===== config.mk =====
export PLATFORM = sky130hd
export DESIGN_NAME = fifo_rd_pkt_unpack
export DESIGN_NICKNAME = d
export VERILOG_FILES = /design/src/rtl/fifo_rd_pkt_unpack.sv
export SDC_FILE = /design/constraint.sdc
export NUM_CORES = 1
export LEC_CHECK = 0
export ABC_AREA = 1
export CORE_MARGIN = 5
export CORE_UTILIZATION = 25
export CTS_CLUSTER_DIAMETER = 60
export DETAILED_ROUTE_END_ITERATION = 7
export GPL_ROUTABILITY_DRIVEN = 1
export SYNTH_ARGS = -nofsm -noshare
export SYNTH_HDL_FRONTEND = slang
export SYNTH_SLANG_ARGS = --single-unit

===== constraint.sdc =====
create_clock -name clk -period 4.7 [get_ports clk]
set_input_delay 1.41 -clock clk [delete_from_list [all_inputs] [get_ports clk]]
set_output_delay 1.41 -clock clk [all_outputs]
set_load 0.02 [all_outputs]

===== src/rtl/fifo_rd_pkt_unpack.sv =====
// fifo_rd_pkt_unpack
// Pops words from an upstream FIFO and re-emits them as framed packets.
// A header word carries the payload length in bits [7:0]. Headers longer
// than MAX_LEN cause the whole packet to be silently discarded and counted.
// A single output register stage sits between the FIFO and the downstream
// valid/ready interface; popping is allowed whenever that register is free,
// so the block sustains one word per clock across packet boundaries.
module fifo_rd_pkt_unpack #(
  parameter int MAX_LEN = 15
) (
  input  logic        clk,
  input  logic        rst_n,
  input  logic [31:0] i_fifo_data,
  input  logic        i_fifo_empty,
  output logic        o_fifo_rd_en,
  output logic [31:0] o_data,
  output logic        o_valid,
  output logic        o_sop,
  output logic        o_eop,
  input  logic        i_ready,
  output logic [15:0] o_drop_cnt,
  output logic        o_busy
);

  typedef enum logic [1:0] {
    ST_HDR,
    ST_PAYLOAD,
    ST_DROP
  } state_t;

  localparam logic [7:0] LP_MAX_LEN = 8'(MAX_LEN);

  state_t      r_state;
  logic [7:0]  r_cnt;
  logic [31:0] r_data;
  logic        r_valid;
  logic        r_sop;
  logic        r_eop;
  logic [15:0] r_drop_cnt;

  logic        w_out_free;
  logic        w_pop;
  logic [7:0]  w_len;
  logic        w_last;
  logic        w_drop_sat;

  // The output register can take a new word when it is empty or its word is
  // being accepted this cycle. While dropping, nothing is written to it, so
  // its occupancy does not matter. rst_n gates the pop so the FIFO is never
  // drained while the block is held in reset.
  assign w_out_free   = !r_valid || i_ready;
  assign w_pop        = rst_n && !i_fifo_empty && ((r_state == ST_DROP) || w_out_free);
  assign w_len        = i_fifo_data[7:0];
  assign w_last       = (r_cnt <= 8'd1);
  assign w_drop_sat   = (r_drop_cnt == 16'hFFFF);

  assign o_fifo_rd_en = w_pop;
  assign o_data       = r_data;
  assign o_valid      = r_valid;
  assign o_sop        = r_sop;
  assign o_eop        = r_eop;
  assign o_drop_cnt   = r_drop_cnt;
  assign o_busy       = (r_state != ST_HDR);

  // Packet framing FSM together with the output register and drop counter.
  always_ff @(posedge clk or negedge rst_n) begin
    if (!rst_n) begin
      r_state    <= ST_HDR;
      r_cnt      <= 8'd0;
      r_data     <= 32'd0;
      r_valid    <= 1'b0;
      r_sop      <= 1'b0;
      r_eop      <= 1'b0;
      r_drop_cnt <= 16'd0;
    end else if (w_pop) begin
      unique case (r_state)
        ST_HDR: begin
          if (w_len == 8'd0) begin
            r_data  <= i_fifo_data;
            r_valid <= 1'b1;
            r_sop   <= 1'b1;
            r_eop   <= 1'b1;
          end else if (w_len <= LP_MAX_LEN) begin
            r_data  <= i_fifo_data;
            r_valid <= 1'b1;
            r_sop   <= 1'b1;
            r_eop   <= 1'b0;
            r_cnt   <= w_len;
            r_state <= ST_PAYLOAD;
          end else begin
            r_valid <= 1'b0;
            r_cnt   <= w_len;
            r_state <= ST_DROP;
            if (!w_drop_sat) begin
              r_drop_cnt <= r_drop_cnt + 16'd1;
            end
          end
        end
        ST_PAYLOAD: begin
          r_data  <= i_fifo_data;
          r_valid <= 1'b1;
          r_sop   <= 1'b0;
          r_eop   <= w_last;
          if (r_cnt != 8'd0) begin
            r_cnt <= r_cnt - 8'd1;
          end
          if (w_last) begin
            r_state <= ST_HDR;
          end
        end
        ST_DROP: begin
          if (r_valid && i_ready) begin
            r_valid <= 1'b0;
          end
          if (r_cnt != 8'd0) begin
            r_cnt <= r_cnt - 8'd1;
          end
          if (w_last) begin
            r_state <= ST_HDR;
          end
        end
        default: begin
          r_state <= ST_HDR;
          r_cnt   <= 8'd0;
        end
      endcase
    end else if (r_valid && i_ready) begin
      r_valid <= 1'b0;
    end
  end

endmodule

### Yosys cells after proc, flatten, opt, wreduce, memory -nomap -nowiden

Index checks and enable logic that the tools add are counted.

| storage, ports and cells | value |
|---|---|
| input bits | 36 |
| output and inout bits | 53 |
| word-level logic and storage cells | 60 |
| register bits | 61 |

| operators by class | value |
|---|---|
| add/subtract/negate cells | 2 |
| equal/unequal tests | 8 |
| reductions and logical operators | 17 |
| bitwise logic cells | 3 |
| muxes and demuxes | 21 |
| magnitude comparators | 2 |

Operator list:

| operator | count |
|---|---|
| $mux W32 | 2 |
| $pmux W32 S2 | 1 |
| $add A16 B1 Y16 const B | 1 |
| $eq A16 B16 Y1 const B | 1 |
| $mux W8 | 2 |
| $pmux W8 S2 | 1 |
| $reduce_and A3 Y1 | 3 |
| $le A8 B1 Y1 const B | 1 |
| $le A8 B4 Y1 const B | 1 |
| $logic_not A8 Y1 | 1 |
| $mux W1 | 8 |
| $reduce_bool A8 Y1 | 1 |
| $sub A8 B1 Y8 const B | 1 |
| $mux W2 | 3 |
| $reduce_and A5 Y1 | 1 |
| $ne A2 B1 Y1 const B | 2 |
| $ne A4 B1 Y1 const B | 1 |
| $pmux W1 S2 | 2 |
| $pmux W2 S2 | 1 |
| $reduce_bool A2 Y1 | 2 |
| $logic_and A1 B1 Y1 | 3 |
| $ne A3 B3 Y1 const B | 1 |
| $not A1 Y1 | 3 |
| $pmux W1 S3 | 1 |
| 7 further kinds | 9 |

### Logic depth before layout (Yosys ltp)

Gate-level depths: netlist of run 1.

| depth | value |
|---|---|
| depth in word-level cells | 5 |
| mapped depth | 11 |
| gate-level depth less buffers | 10 |

### Least setup slack after synthesis of run 1

OpenSTA, ideal clock, no wires.

| path | value |
|---|---|
| kind | input-to-output |
| from | in rst_n |
| to | out o_fifo_rd_en |
| path buffers | 0 |
| data arrival time | 1.836 ns |
| slack | 1.454 ns |
| stages on the path | 4 |
| data required time | 3.290 ns |
| cells stage by stage | inv_1 nor2_1 nand2_1 inv_1 |

| on the way | value |
|---|---|
| cells in the longest elaborated chain, start to end | 2 |

Ends and longest elaborated chain:

| item | RTL line | text |
|---|---|---|
| from (decl) | 12 | `input logic rst_n,` |
| $logic_and A1 B1 Y1 (2 in a row) | 52 | `assign w_pop = rst_n && !i_fifo_empty && ((r_state == ST_DROP) \|\| w_out_free);` |
| to (decl) | 15 | `output logic o_fifo_rd_en,` |

No other way between the ends.

### Worst setup path in the final report of run 1

| path | value |
|---|---|
| from | in i_ready |
| to | out o_fifo_rd_en |

| on the way | value |
|---|---|
| cells in the longest elaborated chain, start to end | 3 |

Ends and longest elaborated chain:

| item | RTL line | text |
|---|---|---|
| from (decl) | 20 | `input logic i_ready,` |
| $logic_or A1 B1 Y1 | 51 | `assign w_out_free = !r_valid \|\| i_ready;` |
| $logic_or A1 B1 Y1 | 52 |  |
| $logic_and A1 B1 Y1 | 52 |  |

No other way between the ends.

==> flow_metrics.py, run 1 <==
metrics = {
    "sta": {
        "clock-skew-final_ns": 0.00575,
        "relSlewSlack_pct": 46.9,
        "post-route-min-period_ns": 4.30,
        "fmax_mhz": 233,
        "hold_viol_final": 0,
        "final-setup-viol-count": 0,
        "drv_slew": 0,
        "tns_ns": 0,
        "finalCritPeriodShare_pct": 91.4,
        "rsz0062_at_grt": "false",
        "worst_pin_slew_ns": 0.796,
    },
    "logic_synthesis": {
        "yosysUniqueCellTypes": 25,
        "synthMostInstantiatedCell": "nand2_1",
        "synth_top_flop_cell": "dfrtp_1",
        "synthCells": 414,
        "ys_ff_latch": 61,
        "synth.area.top_cells": "dfrtp_1 (48%), nand2_1 (24%), nor2_1 (3.9%), inv_1 (3.5%), o21ai_0 (3.3%)",
        "yosys.area_share.adder_pct": 2.78,
        "synth_top_family_by_area": "simple AND/OR/NAND/NOR gates",
        "avgSynthCellArea_um2": 7.62,
        "synth.area.mux_share_pct": 0,
        "ys_warn_count": 0,
        "yosys.area_share.xor_xnor_pct": 3.05,
        "synth-edff-count": 0,
        "synth_top_area_share_pct": 48.4,
        "netlist_area_um2": 3150,
        "ys_seq_area_share_pct": 48.4,
        "yosys.area_share.simple_pct": 34.4,
        "yosys.area.top_type": "dfrtp_1",
        "synth_fp_nets": 457,
        "synth-async-reset-ratio_pct": 100,
        "synth_compound_area_share_pct": 5.28,
        "synth_common_cells": "nand2_1 (201), dfrtp_1 (61), nor2_1 (33)",
    },
    "placed_design": {
        "place_congestion": 0.791,
        "place_inst": 667,
        "port_buffers": 88,
        "dp_hpwl_um": 6210,
    },
    "worst_setup_path": {
        "crit_required_ns": 3.29,
        "cp-start-kind": "primary input",
        "worstSetupStartpoint": "i_ready",
        "r2r_start": "r_state[0]",
        "crit_arrival_ns": 2.89,
        "crit_type": "in2out",
        "critPathMaxFanout": 5,
        "endpoint_kind": "primary output",
    },
    "drt": {
        "drc": 0,
        "vias": 2947,
        "drt-pass1-iter-count": 4,
        "wl_per_cell_um": 12.6,
        "wirelength_um": 8610,
        "antenna_left": 0,
        "first_iter_violations": 162,
        "vias_per_cell": 4.31,
    },
    "clock_tree": {
        "cts_root_buf": "clkbuf_16",
        "htreeDepth": 3,
        "numCtsBuffers": 9,
        "cts_tree": "done",
        "post_cts_buffers": 0,
        "path_clk_slew_ns": 0.05,
        "hold_buffers": 0,
        "cts_sinks": 61,
        "clk_latency_ns": 0.32,
        "clk_path_buf_depth": 2,
        "ctsResizeCount": 0,
    },
    "global_route": {
        "antenna_found_initial": 0,
        "grtUsageTotal_pct": 12.1,
        "grt_pass1_vias": 3008,
        "grt_pass1_wl_um": 14300,
        "grt_max_degree": 62,
        "grt-ovfl-total": 0,
    },
    "final_layout": {
        "area_growth_pct": 43.2,
        "nFillCells": 1334,
        "drive_gt1_share_pct": 6.85,
        "diodes": 0,
        "seq_area_um2": 1530,
        "layout.nets": 549,
        "multi_input_area_um2": 1440,
        "fin_cells": 683,
    },
    "power_and_ir_drop": {
        "ir_drop_mv": 0.211,
        "leakage_nw": 2.14,
        "cellPowerDensity_nw_per_um2": 645,
    },
    "run": {
        "drv_cap": 0,
    },
    "outcome": {
        "run_status": "completed",
    },
    "floorplan": {
        "start_util_pct": 25.2,
        "die_h_um": 122,
        "row_count": 41,
        "die-area_um2": 15000,
        "die_w_um": 122,
        "io_pins": 89,
        "core_um2": 12500,
    },
    "min_path": {
        "min_path_type": "reg2reg",
        "min_from": "o_data[24]",
    },
}
==> metal layers <==
layer / vias to the layer above / wire [um] / GRT usage, %
li1: 1469 / - / -
met1: 1390 / 3830 / 14.6
met2: 76 / 4170 / 20.7
met3: 12 / 459 / 3.18
met4: 0 / 142 / 4.69
met5: - / 0 / 0
==> cell families (layout without fill, tap and decap cells) <==
logic type               count (synthesis)  after routing
XOR/XNOR                                11             11
buffers and inverters                   40            137
flip-flops                              61             61
adder cells (fa/ha/maj)                  7              7
AO/OA/AOI/OAI                           29             29
AND/OR/NAND/NOR                        266            266
==> layout by cell type, fill, tap and decap left out, types with 5 or more instances in the layout <==
cell type / synthesis / routed
ha_1: 7 / 7
o21ai_0: 21 / 21
nor2_1: 33 / 33
o21ai_2: 5 / 5
inv_1: 29 / 29
nand2_1: 201 / 201
dfrtp_1: 61 / 61
clkdlybuf4s50_1: 0 / 87
clkbuf_16: 0 / 9
nand3_1: 17 / 17
xnor2_1: 7 / 7
==> state kept, by name, indices dropped and copies added (netlist names) <==
name / cells
r_state: 2
r_cnt: 8
o_eop: 1
o_valid: 1
o_data: 32
o_drop_cnt: 16
o_sop: 1
==> worst max-delay path: stages <==
cell             delay, ns
clkdlybuf4s50_1       0.49
nor2_1                0.05
nand2_1               0.05
nand2_1               0.08
inv_1                 0.16
clkdlybuf4s50_1       0.64
==> per-stage QoR <==
| step | util [%] | power [W] | instance area [um^2] | setup slack, ns | hold slack [ns] |
|---|---|---|---|---|---|
| global route | 36.1 | 0.00314 | 4520 | 0.348 | 0.507 |
| detailed placement | 33.5 | 0.00221 | 4190 | 0.405 | 0.464 |
| CTS | 36.1 | 0.00296 | 4520 | 0.404 | 0.479 |
| finish | 36.1 | 0.00292 | 4520 | 0.404 | 0.478 |
| floorplan | - | 0.00164 | 3150 | 1.45 | 0.471 |
| global placement | 33.5 | 0.00219 | 4190 | 0.437 | 0.462 |
==> report_power, final <==
| part | switching [W] | internal, W |
|---|---|---|
| Clock | 0.000231 | 0.000491 |
| Combinational | 0.000707 | 0.000554 |
| Sequential | 0.000188 | 0.000745 |
| Total | 0.00113 | 0.00179 |
==> worst paths after layout <==
path                                      to  slack, ns  depth (start not counted)
worst max register to register     o_data[8]       2.50                          9
worst min register to register    o_data[24]       0.48                          2
worst min-delay path              o_data[24]       0.48                          2
max in group asynchronous         o_data[13]       2.87                          2
min in group asynchronous         o_data[27]       1.30                          2
worst max-delay path            o_fifo_rd_en       0.40                          6
==> layout make-up <==
cell class	count	area share, %
clock buffer	12	5.68
clock inverter	4	1.55
inverter	30	2.55
multi-input combinational	313	31.8
sequential	61	33.8
tap	172	4.76
timing repair buffer	91	19.9
(Power assumes the default switching activity.)
==> inputs of run 2 (changes only) <==
GPL_ROUTABILITY_DRIVEN = default   (was 1)
==> results of run 2 <==
Same layout as run 1: the final DEF is identical, and so are final timing and power.
==> inputs of run 3 (changes only) <==
MAX_ROUTING_LAYER = met4   (was default)
==> flow_metrics.py, run 3 (synthesis gave the netlist of run 1 again) <==
metrics = {
    "clock_tree": {
        "cts_tree": "done",
        "cts_sinks": 61,
        "htreeDepth": 3,
        "clk_path_buf_depth": 2,
        "clk_latency_ns": 0.32,
        "path_clk_slew_ns": 0.05,
        "numCtsBuffers": 9,
        "ctsResizeCount": 0,
        "hold_buffers": 0,
        "post_cts_buffers": 0,
        "cts_root_buf": "clkbuf_16",
    },
    "sta": {
        "finalCritPeriodShare_pct": 91.4,
        "final-setup-viol-count": 0,
        "clock-skew-final_ns": 0.00585,
        "rsz0062_at_grt": "false",
        "drv_slew": 0,
        "worst_pin_slew_ns": 0.796,
        "post-route-min-period_ns": 4.30,
        "hold_viol_final": 0,
        "tns_ns": 0,
        "fmax_mhz": 233,
        "relSlewSlack_pct": 47.0,
    },
    "worst_setup_path": {
        "cp-start-kind": "primary input",
        "reg2reg_setup_slack_ns": 2.47,
        "crit_required_ns": 3.29,
        "endpoint": "o_fifo_rd_en",
        "crit_arrival_ns": 2.89,
        "endpoint_kind": "primary output",
        "critPathMaxFanout": 5,
        "ff2ff_path_depth": 9,
        "r2r_start": "r_state[0]",
        "worstSetupStartpoint": "i_ready",
        "worstReg2RegEnd": "o_data[8]",
        "crit_type": "in2out",
    },
    "power_and_ir_drop": {
        "intPower_w": 0.00179,
        "p_clk_share_pct": 24.8,
        "leakage_nw": 2.14,
        "ir_drop_mv": 0.213,
        "p_sw_w": 0.00113,
        "power.total_w": 0.00292,
        "swShare_pct": 38.7,
        "seqPwrFrac_pct": 32.0,
        "cellPowerDensity_nw_per_um2": 646,
        "pwr-share-comb_pct": 43.2,
    },
    "global_route": {
        "antenna_found_initial": 0,
        "grt-ovfl-total": 0,
        "grtUsageTotal_pct": 12.5,
        "grt_max_degree": 62,
        "grt_pass1_vias": 3000,
        "grt_pass1_wl_um": 14300,
    },
    "final_layout": {
        "fin_cells": 683,
        "largest_reg_flops": 32,
        "multi_input_area_um2": 1440,
        "drive_gt1_share_pct": 6.85,
        "layout_commonest_cell": "nand2_1",
        "final_core_util_pct": 36.1,
        "seq_area_um2": 1530,
        "nFillCells": 1334,
        "area_growth_pct": 43.2,
        "layout.nets": 549,
        "diodes": 0,
        "final_cell_mix": "nand2_1 (201), clkdlybuf4s50_1 (87), dfrtp_1 (61)",
    },
    "floorplan": {
        "core_um2": 12500,
        "io_pins": 89,
        "row_count": 41,
        "die_h_um": 122,
        "die-area_um2": 15000,
        "die_w_um": 122,
        "start_util_pct": 25.2,
    },
    "run": {
        "drv_cap": 0,
    },
    "drt": {
        "drc": 0,
        "wl_per_cell_um": 12.6,
        "first_iter_violations": 158,
        "vias_per_cell": 4.28,
        "antenna_left": 0,
        "vias": 2922,
        "wirelength_um": 8610,
        "drt-pass1-iter-count": 4,
    },
    "placed_design": {
        "port_buffers": 88,
        "place_inst": 667,
        "place_congestion": 0.802,
        "dp_hpwl_um": 6210,
    },
    "min_path": {
        "min_path_type": "reg2reg",
    },
    "outcome": {
        "run_status": "completed",
    },
}
-- run 3: per-layer routing --
layer,part of all wire (%),global-route usage [%],vias to the layer above
met2,49,20.7,69
li1,-,-,1469
met3,5.0,2.95,12
met5,0,-,-
met4,1.6,4.69,0
met1,45,14.9,1372
-- run 3: cell type report --
cell class / instances / share of cell area, %
clock buffer: 12 / 5.68
tap: 172 / 4.76
multi-input combinational: 313 / 31.8
clock inverter: 4 / 1.55
inverter: 30 / 2.55
timing repair buffer: 91 / 19.9
sequential: 61 / 33.8
-- run 3: metrics by stage --
step / setup slack [ns] / hold slack (ns) / cell area [um^2]
final: 0.403 / 0.477 / 4520
after global routing: 0.348 / 0.507 / 4520
after CTS: 0.404 / 0.479 / 4520
after detailed placement: 0.405 / 0.464 / 4190
after global placement: 0.437 / 0.462 / 4190
after floorplan: 1.45 / 0.471 / 3150
-- run 3: power groups by stage --
stage | registers [W] | clock network [W] | logic (W)
floorplan | 0.00112 | 0 | 0.000520
global placement | 0.000930 | 0 | 0.00126
detailed placement | 0.000935 | 0 | 0.00128
CTS | 0.000935 | 0.000745 | 0.00128
global route | 0.000971 | 0.000767 | 0.00140
finish | 0.000932 | 0.000723 | 0.00126
-- run 3: worst min-delay path by stage --
stage / slack, ns / from / end / depth (start not counted)
after floorplan: 0.47 / r_cnt[6] / r_cnt[6] / 2
after global placement: 0.46 / o_data[24] / o_data[24] / 2
after detailed placement: 0.46 / o_data[13] / o_data[13] / 2
after CTS: 0.48 / o_data[13] / o_data[13] / 2
after global routing: 0.51 / o_data[11] / o_data[11] / 2
final: 0.48 / o_data[13] / o_data[13] / 2
-- run 3: critical path: stages --
cell and delay [ns]:
clkdlybuf4s50_1 0.49, nor2_1 0.05, nand2_1 0.05, nand2_1 0.08, inv_1 0.16, clkdlybuf4s50_1 0.64
